File: src/rtl/fadd_sched.sv
// fadd_sched: shares one floating-point adder between the core FADD/FSUB
// issue path and the FMA multiply stage.
//
// Two-stage pipeline:
//   S1 - operand register; it drives the add_* outputs into the adder.
//   S2 - result register; it captures add_result_i and drives res_*.
// Accepting a request in cycle N gives res_valid_o in cycle N+2. The
// pipeline sustains one request per cycle.
//
// Ports:
//   clk_i, rstn_i, flush_i       clock, async active-low reset, sync kill
//   core_* (valid/ready)         FADD/FSUB requests; core_sub_i flips the sign of b
//   fma_*  (valid/ready)         addend + rounded product from the FMA multiplier
//   add_*_o / add_result_i       operands to and result from the shared adder
//   res_* (valid/ready)          result, tag and source (0 core, 1 FMA) to writeback
module fadd_sched #(
    parameter int FLEN = 32,
    parameter int TAGW = 5
) (
    input  logic            clk_i,
    input  logic            rstn_i,
    input  logic            flush_i,
    input  logic            core_valid_i,
    output logic            core_ready_o,
    input  logic [FLEN-1:0] core_a_i,
    input  logic [FLEN-1:0] core_b_i,
    input  logic            core_sub_i,
    input  logic [2:0]      core_rm_i,
    input  logic [TAGW-1:0] core_tag_i,
    input  logic            fma_valid_i,
    output logic            fma_ready_o,
    input  logic [FLEN-1:0] fma_a_i,
    input  logic [FLEN-1:0] fma_b_i,
    input  logic [2:0]      fma_rm_i,
    input  logic            fma_prodInf_i,
    input  logic [TAGW-1:0] fma_tag_i,
    output logic [FLEN-1:0] add_a_o,
    output logic [FLEN-1:0] add_b_o,
    output logic [2:0]      add_rm_o,
    output logic            add_isFma_o,
    output logic            add_rs1rs2Inf_o,
    input  logic [FLEN-1:0] add_result_i,
    output logic            res_valid_o,
    input  logic            res_ready_i,
    output logic [FLEN-1:0] res_o,
    output logic [TAGW-1:0] res_tag_o,
    output logic            res_src_o
);

    localparam int EXPW = (FLEN == 64) ? 11 : 8;
    localparam int MANW = FLEN - 1 - EXPW;

    logic            valid1;
    logic            valid2;
    logic [TAGW-1:0] tag1;
    logic            src1;
    logic            last_grant;  // 0 = core, 1 = FMA
    logic            adv1;
    logic            adv2;
    logic            grant_core;
    logic            grant_fma;
    logic            b_is_nan;
    logic [FLEN-1:0] core_b_eff;

    assign adv2 = !valid2 || res_ready_i;
    assign adv1 = !valid1 || adv2;

    // On a tie, the requester that did not win last time is granted.
    // last_grant resets to core, so FMA wins the first tie.
    assign grant_core = core_valid_i && (!fma_valid_i || last_grant);
    assign grant_fma  = fma_valid_i && (!core_valid_i || !last_grant);

    assign core_ready_o = adv1 && !flush_i && grant_core;
    assign fma_ready_o  = adv1 && !flush_i && grant_fma;

    // FSUB becomes an add with b negated. A NaN b keeps its sign bit so
    // that the NaN payload reaches the adder unchanged.
    assign b_is_nan   = (&core_b_i[FLEN-2:MANW]) && (|core_b_i[MANW-1:0]);
    assign core_b_eff = (core_sub_i && !b_is_nan) ?
                        {~core_b_i[FLEN-1], core_b_i[FLEN-2:0]} : core_b_i;

    assign res_valid_o = valid2;

    always_ff @(posedge clk_i or negedge rstn_i) begin
        if (!rstn_i) begin
            valid1          <= 1'b0;
            valid2          <= 1'b0;
            tag1            <= '0;
            src1            <= 1'b0;
            last_grant      <= 1'b0;
            add_a_o         <= '0;
            add_b_o         <= '0;
            add_rm_o        <= '0;
            add_isFma_o     <= 1'b0;
            add_rs1rs2Inf_o <= 1'b0;
            res_o           <= '0;
            res_tag_o       <= '0;
            res_src_o       <= 1'b0;
        end else if (flush_i) begin
            valid1 <= 1'b0;
            valid2 <= 1'b0;
        end else begin
            if (adv2) begin
                valid2 <= valid1;
                if (valid1) begin
                    res_o     <= add_result_i;
                    res_tag_o <= tag1;
                    res_src_o <= src1;
                end
            end
            if (core_ready_o) begin
                valid1          <= 1'b1;
                tag1            <= core_tag_i;
                src1            <= 1'b0;
                last_grant      <= 1'b0;
                add_a_o         <= core_a_i;
                add_b_o         <= core_b_eff;
                add_rm_o        <= core_rm_i;
                add_isFma_o     <= 1'b0;
                add_rs1rs2Inf_o <= 1'b0;
            end else if (fma_ready_o) begin
                valid1          <= 1'b1;
                tag1            <= fma_tag_i;
                src1            <= 1'b1;
                last_grant      <= 1'b1;
                add_a_o         <= fma_a_i;
                add_b_o         <= fma_b_i;
                add_rm_o        <= fma_rm_i;
                add_isFma_o     <= 1'b1;
                add_rs1rs2Inf_o <= fma_prodInf_i;
            end else if (adv1) begin
                // S1 drains. The operand registers keep their last value.
                valid1 <= 1'b0;
            end
        end
    end

endmodule

File: config.mk
export PLATFORM = sky130hd
export DESIGN_NAME = fadd_sched
export DESIGN_NICKNAME = d
export VERILOG_FILES = /design/src/rtl/fadd_sched.sv
export SDC_FILE = /design/constraint.sdc
export NUM_CORES = 1
export LEC_CHECK = 0
export CAP_MARGIN = 0
export CORE_AREA = 5 5 95 164
export CTS_CLUSTER_DIAMETER = 150
export DETAILED_ROUTE_END_ITERATION = 8
export DIE_AREA = 0 0 100 169
export GPL_TIMING_DRIVEN = 1
export PLACE_DENSITY = 0.75
export RECOVER_POWER = 25
export SYNTH_ARGS = -nofsm -noshare
export SYNTH_HDL_FRONTEND = slang
export SYNTH_SLANG_ARGS = --single-unit
export TNS_END_PERCENT = 1
File: constraint.sdc
create_clock -name clk_i -period 3.7 [get_ports clk_i]
set_clock_uncertainty 0.15 [all_clocks]
set_input_delay 0.555 -clock clk_i [delete_from_list [all_inputs] [get_ports clk_i]]
set_output_delay 0.555 -clock clk_i [all_outputs]
set_load 0.02 [all_outputs]
==> results.toml, run 1 <==
[timing]
whs_ns = 0.3263
report.final.slew_viol_count = 0
fmax_mhz = 333.2
hold_viol = 0
rsz0062_at_grt = "no"
worst_slew_pin_slew_ns = 1.434
setup_tns_ns = 0
timing.final.crit_share_pct = 81.12
setup_viol = 0
min_period_ns = 3.001
maxSlewHeadroom_pct = 4.414

[clock_tree]
cts.sinks = 114
cts_buffer_depth = 2
path_clk_slew_ns = 0.05
cts_root_buffer = "clkbuf_16"
hold_buffers = 0
cts_buffers = 17
clock_latency_ns = 0.39
cts_tree = "built"
post_cts_buffers = 0
ctsResizeCount = 0
htreeDepth = 4

[routing]
vias = 4349
dr.pass1.iters = 6
vias_per_cell = 4.970
wl_per_cell_um = 18.95
drc = 0
ant_nets = 0
routed_wl_um = 16580
drt_iter0_drc = 247

[grt]
grt_pass1_wl_um = 24960
grt_pass1_vias = 4688
grt_max_degree = 77
grt_overflow = 0
grt_use_total_pct = 19.16
antenna_found_initial = 0

[critical_path]
timing.rr.start = "res_valid_o"
crit_slowest_cell = "clkdlybuf4s50_1"
reg2regPathDepth = 6
crit_path_max_incr_delay_ns = 0.62
path_common_cell = "clkdlybuf4s50_1"
cp_max_fo = 7
crit_type = "in -> out"
arrival_ns = 2.30
reg2reg_slack_ns = 1.44
critPathLaunchType = "primary input"
timing.rr.end = "add_a_o[18]"
end_kind = "output port"
worst_ep_required_time_ns = 2.99
worstPathCellList = "clkdlybuf4s50_1 -> nor2b_1 -> a21oi_4 -> nand3_2 -> inv_2 -> clkdlybuf4s50_1"

[cells_and_area]
drive_gt1_share_pct = 11.22
n_antenna_cell = 0
nets = 867
utilization_pct = 59.89
area_growth_pct = 75.45

[die]
rows = 58
initial_utilization_pct = 34.14
dieWidth_um = 100
design.core.area_sq_um = 14150
num_io_pins = 294
die_h_um = 169
die_area_sq_um = 16900

[synth]
syn_nets = 576
synth_seq_area_share_pct = 59.05
synthFlopType = "dfrtp_1"
postSynthAreaPerCell_sq_um = 12.32
synth_common_cells = "114 x dfrtp_1, 43 x nand2_1, 42 x o21ai_0, 40 x mux2i_1, 38 x mux2_2"
syn_area_sq_um = 4831
synth_top_area_share_pct = 59.05
synthCells = 392
synth_edf_count = 0
synth_seq_cells = 114
yosys.area.top_type = "dfrtp_1"
async_reset_ff_share_pct = 100.0
synthTopCellsByArea = "dfrtp_1 59%, mux2_2 8.9%, mux2i_1 8.3%, a222oi_1 6.4%, o21ai_0 4.4%"
synth_warnings = 0
synth_cell_types = 30
synthMostInstantiatedCell = "dfrtp_1"

[power_and_ir_drop]
p_seq_share_pct = 35.1
swShare_pct = 28.33
clkPwrFrac_pct = 35.4
power_density_nw_per_um2 = 541.2
p_switching_mw = 1.299
ir_drop_uv = 267.6
total_leakage_power_nw = 3.815
combPwrFrac_pct = 29.5
p_int_mw = 3.288
power_mw = 4.587

[min_path]
min_to = "add_a_o[31]"
hold_path.class = "reg -> reg"
worstHoldPathCells = 2
hold_start = "add_a_o[31]"

[place]
port_buffers = 293
globalplace.congestion = 0.9135
hpwl_um = 12990

[status]
outcome = "finished, final reports clean"

[flow_run]
maxCapViolCount = 0
[state kept, by name, summed over array words and instances, names as in the netlist]
register	count
add_rm_o	3
res_valid_o	1
add_a_o	32
add_b_o	32
res_tag_o	5
valid1	1
add_rs1rs2Inf_o	1
last_grant	1
tag1	5
res_o	32
res_src_o	1
[layout by cell type, fill, tap and decap left out, drive strengths merged, types with 2 or more instances in the layout]
cell           netlist  layout
mux2i               40      40
clkinv               0       3
clkbuf               9      24
o21ai               44      44
nand2               43      43
clkinvlp             0       3
nor2                 2       2
clkdlybuf4s50        0     292
a222oi              31      31
nand4                3       3
a21oi                2       2
buf                 18       5
nor4                 5       5
inv                 32      32
dfrtp              114     114
mux2                38      38
bufinv               0       3
[per-stage QoR]
step	worst slack, ns	instances	cell area, sq um
floorplan	1.741	392	4831
global placement	0.7199	844	7905
finish	0.6985	875	8476
detailed placement	0.6825	844	7905
CTS	0.6849	875	8501
global route	0.4192	875	8476
[metal layers]
metal  part of all wire (%)  vias to the layer above  routed length, um  global-route usage [%]
met4                    3.7                        0                618                   9.032
met2                     55                      224               9160                   35.50
met1                     33                     2087               5529                   18.97
met5                      0                        -                  0                       0
met3                    7.7                       36               1275                   5.979
li1                       -                     2002                  -                       -
[final cells by class]
class,count,area [sq um]
flip-flops and latches,114,2853
repair buffers,299,2983
clock inverters,9,131.4
clock buffers,22,464.2
well taps,180,225.2
multi-input cells,219,1699
fillers,1225,5675
inverters,32,120.1
[worst max-delay path by stage]
stage,start,to,slack (ns),cells past startpoint
4_1_cts,res_ready_i,core_ready_o,0.68,6
3_5_place_dp,res_ready_i,core_ready_o,0.68,6
2_1_floorplan,res_valid_o,core_ready_o,1.74,5
5_1_grt,rstn_i,tag1[4],0.42,2
6_report,res_ready_i,core_ready_o,0.70,6
3_3_place_gp,res_ready_i,core_ready_o,0.72,6
[cell families (layout without fill, tap and decap cells)]
group	Yosys count	after routing	synth area share, %
buffers and inverters	59	362	5.879
AOI/OAI and AO/OA	80	80	11.97
DFF	114	114	59.05
xor gates and xnor gates	1	1	0.1813
muxes	78	78	17.15
and+or+nand+nor	60	60	5.776
[power by group through the flow]
stage / clock, mW / combinational, mW / sequential, mW
CTS: 1.67 / 1.38 / 1.61
detailed placement: 0 / 1.37 / 1.63
global placement: 0 / 1.35 / 1.61
floorplan: 0 / 0.308 / 1.89
global route: 1.73 / 1.44 / 1.64
finish: 1.62 / 1.36 / 1.61
[critical path, delay by kind of cell]
| kind | cells | cell delay [ns] |
|---|---|---|
| AO/OA/AOI/OAI | 1 | 0.27 |
| AND/OR/NAND/NOR | 2 | 0.23 |
| buffers and inverters | 3 | 1.23 |
Note: power is estimated with default switching activity, not from simulation.
==> run 2, diff against run 1 <==
CORE_AREA = 5 5 97 166   (was 5 5 95 164)
DIE_AREA = 0 0 102 171   (was 0 0 100 169)
PLACE_DENSITY = 0.76   (was 0.75)
clock period = 2.53 ns   (was 3.7 ns; I/O delays follow)
==> results.toml, run 2 (synthesis gave the netlist of run 1 again) <==
[power_and_ir_drop]
combPwrFrac_pct = 29.8
p_seq_share_pct = 34.8
p_int_mw = 4.747
swShare_pct = 29.71
clkPwrFrac_pct = 35.4
total_leakage_power_nw = 3.872
power_density_nw_per_um2 = 786.6
p_switching_mw = 2.007
ir_drop_uv = 473.2

[timing]
timing.final.crit_share_pct = 93.93
fmax_mhz = 420.8
rsz0062_at_grt = "no"
worst_slew_pin_slew_ns = 0.9150
whs_ns = 0.3252
hold_viol = 0
setup_tns_ns = 0
maxSlewHeadroom_pct = 39.00
report.final.slew_viol_count = 0
setup_viol = 0
min_period_ns = 2.376
timing.final.ws_setup_ns = 0.1535

[clock_tree]
ctsResizeCount = 0
cts_root_buffer = "clkbuf_16"
cts_buffers = 17
cts.sinks = 114
clock_latency_ns = 0.39
path_clk_slew_ns = 0.05
cts_buffer_depth = 2
cts_tree = "built"
htreeDepth = 4

[critical_path]
worstPathCellList = "clkdlybuf4s50_1 -> nor2b_4 -> a21oi_4 -> nand3_2 -> inv_2 -> buf_4 -> buf_4"
critPathLaunchType = "primary input"
crit_path_max_incr_delay_ns = 0.50
path_common_cell = "buf_4"
cp_max_fo = 17
worst_ep_required_time_ns = 2.00
end_kind = "output port"
crit_slowest_cell = "clkdlybuf4s50_1"
arrival_ns = 1.85
crit_type = "in -> out"

[routing]
ant_nets = 0
drt_iter0_drc = 166
drc = 0
vias = 4363
wl_per_cell_um = 18.56
vias_per_cell = 4.924
dr.pass1.iters = 8
routed_wl_um = 16450

[cells_and_area]
stdcell_area_sq_um = 8586
final_common_cell = "clkdlybuf4s50_1"
nets = 874
area_growth_pct = 77.73
nFillCells = 1188
drive_gt1_share_pct = 12.94
multi_input_area_sq_um = 1707
reg_top3 = "add_a_o x32, add_b_o x32, res_o x32"
n_antenna_cell = 0
final_cell_mix = "290 x clkdlybuf4s50_1, 114 x dfrtp_1, 43 x nand2_1"
seq_area_sq_um = 2853

[grt]
grt_pass1_wl_um = 24540
antenna_found_initial = 0
grt_overflow = 0
grt_max_degree = 64
grt_use_total_pct = 18.22
grt_pass1_vias = 4828

[min_path]
hold_path.class = "reg -> reg"

[place]
port_buffers = 293
dp_slack_ns = 0.1405
hpwl_um = 12960
globalplace.congestion = 0.8169
placed_area_sq_um = 7974

[flow_run]
maxCapViolCount = 0

[die]
die_area_sq_um = 17440
dieWidth_um = 102
num_io_pins = 294
design.core.area_sq_um = 14690
rows = 59
initial_utilization_pct = 32.88
die_h_um = 171

[status]
outcome = "finished, final reports clean"
==> run 2: final timing paths <==
path	from	end	slack (ns)	depth (start not counted)
min reg2reg	tag1[0]	tag1[0]	0.33	2
max reg2reg	res_valid_o	add_b_o[9]	0.68	6
max	res_ready_i	core_ready_o	0.15	7
max in group asynchronous	rstn_i	add_b_o[23]	0.84	3
min in group asynchronous	rstn_i	res_o[1]	0.52	2
min	tag1[0]	tag1[0]	0.33	2
==> run 2: critical path: cells and delay by family <==
kind	cells	cell delay [ns]
AOI/OAI and AO/OA	1	0.23
buffers and inverters	4	0.99
and+or+nand+nor	2	0.23
==> run 2: layer usage <==
layer,share of wire [%],vias up,wire length [um],GRT usage (%)
li1,-,2022,-,-
met1,34,2085,5595,19.10
met2,54,218,8925,32.51
met3,8.1,38,1326,5.467
met4,3.6,0,600,8.852
met5,0,-,0,0
==> run 2: area by class of cell <==
cell class | instances | area share, %
Inverter | 32 | 1.399
Clock buffer | 19 | 5.275
Timing Repair Buffer | 306 | 35.79
Multi-Input combinational cell | 219 | 19.88
Tap cell | 183 | 2.667
Sequential cell | 114 | 33.23
Clock inverter | 13 | 1.763
==> run 2: what timing repair did <==
action	CTS	global route
hold endpoints to repair	34	0
hold buffers	1	0
setup buffers	0	0
==> run 2: metrics by stage <==
step / utilization, % / total power [mW] / instances
finish: 58.44 / 6.753 / 886
global route: 58.44 / 7.045 / 886
global placement: 54.28 / 4.348 / 853
detailed placement: 54.28 / 4.409 / 853
CTS: 58.46 / 6.846 / 886
floorplan: - / 3.217 / 392
==> run 2: power groups by stage <==
stage | combinational [mW] | sequential [mW] | clock [mW]
2_1_floorplan | 0.450 | 2.77 | 0
3_3_place_gp | 1.99 | 2.36 | 0
3_5_place_dp | 2.03 | 2.38 | 0
4_1_cts | 2.04 | 2.35 | 2.46
5_1_grt | 2.13 | 2.40 | 2.52
6_report | 2.01 | 2.35 | 2.39
==> run 3, diff against run 2 <==
GPL_ROUTABILITY_DRIVEN = 0   (was default)
==> results of run 3 <==
Same layout as run 2: the final DEF is identical, and so are final timing and power.
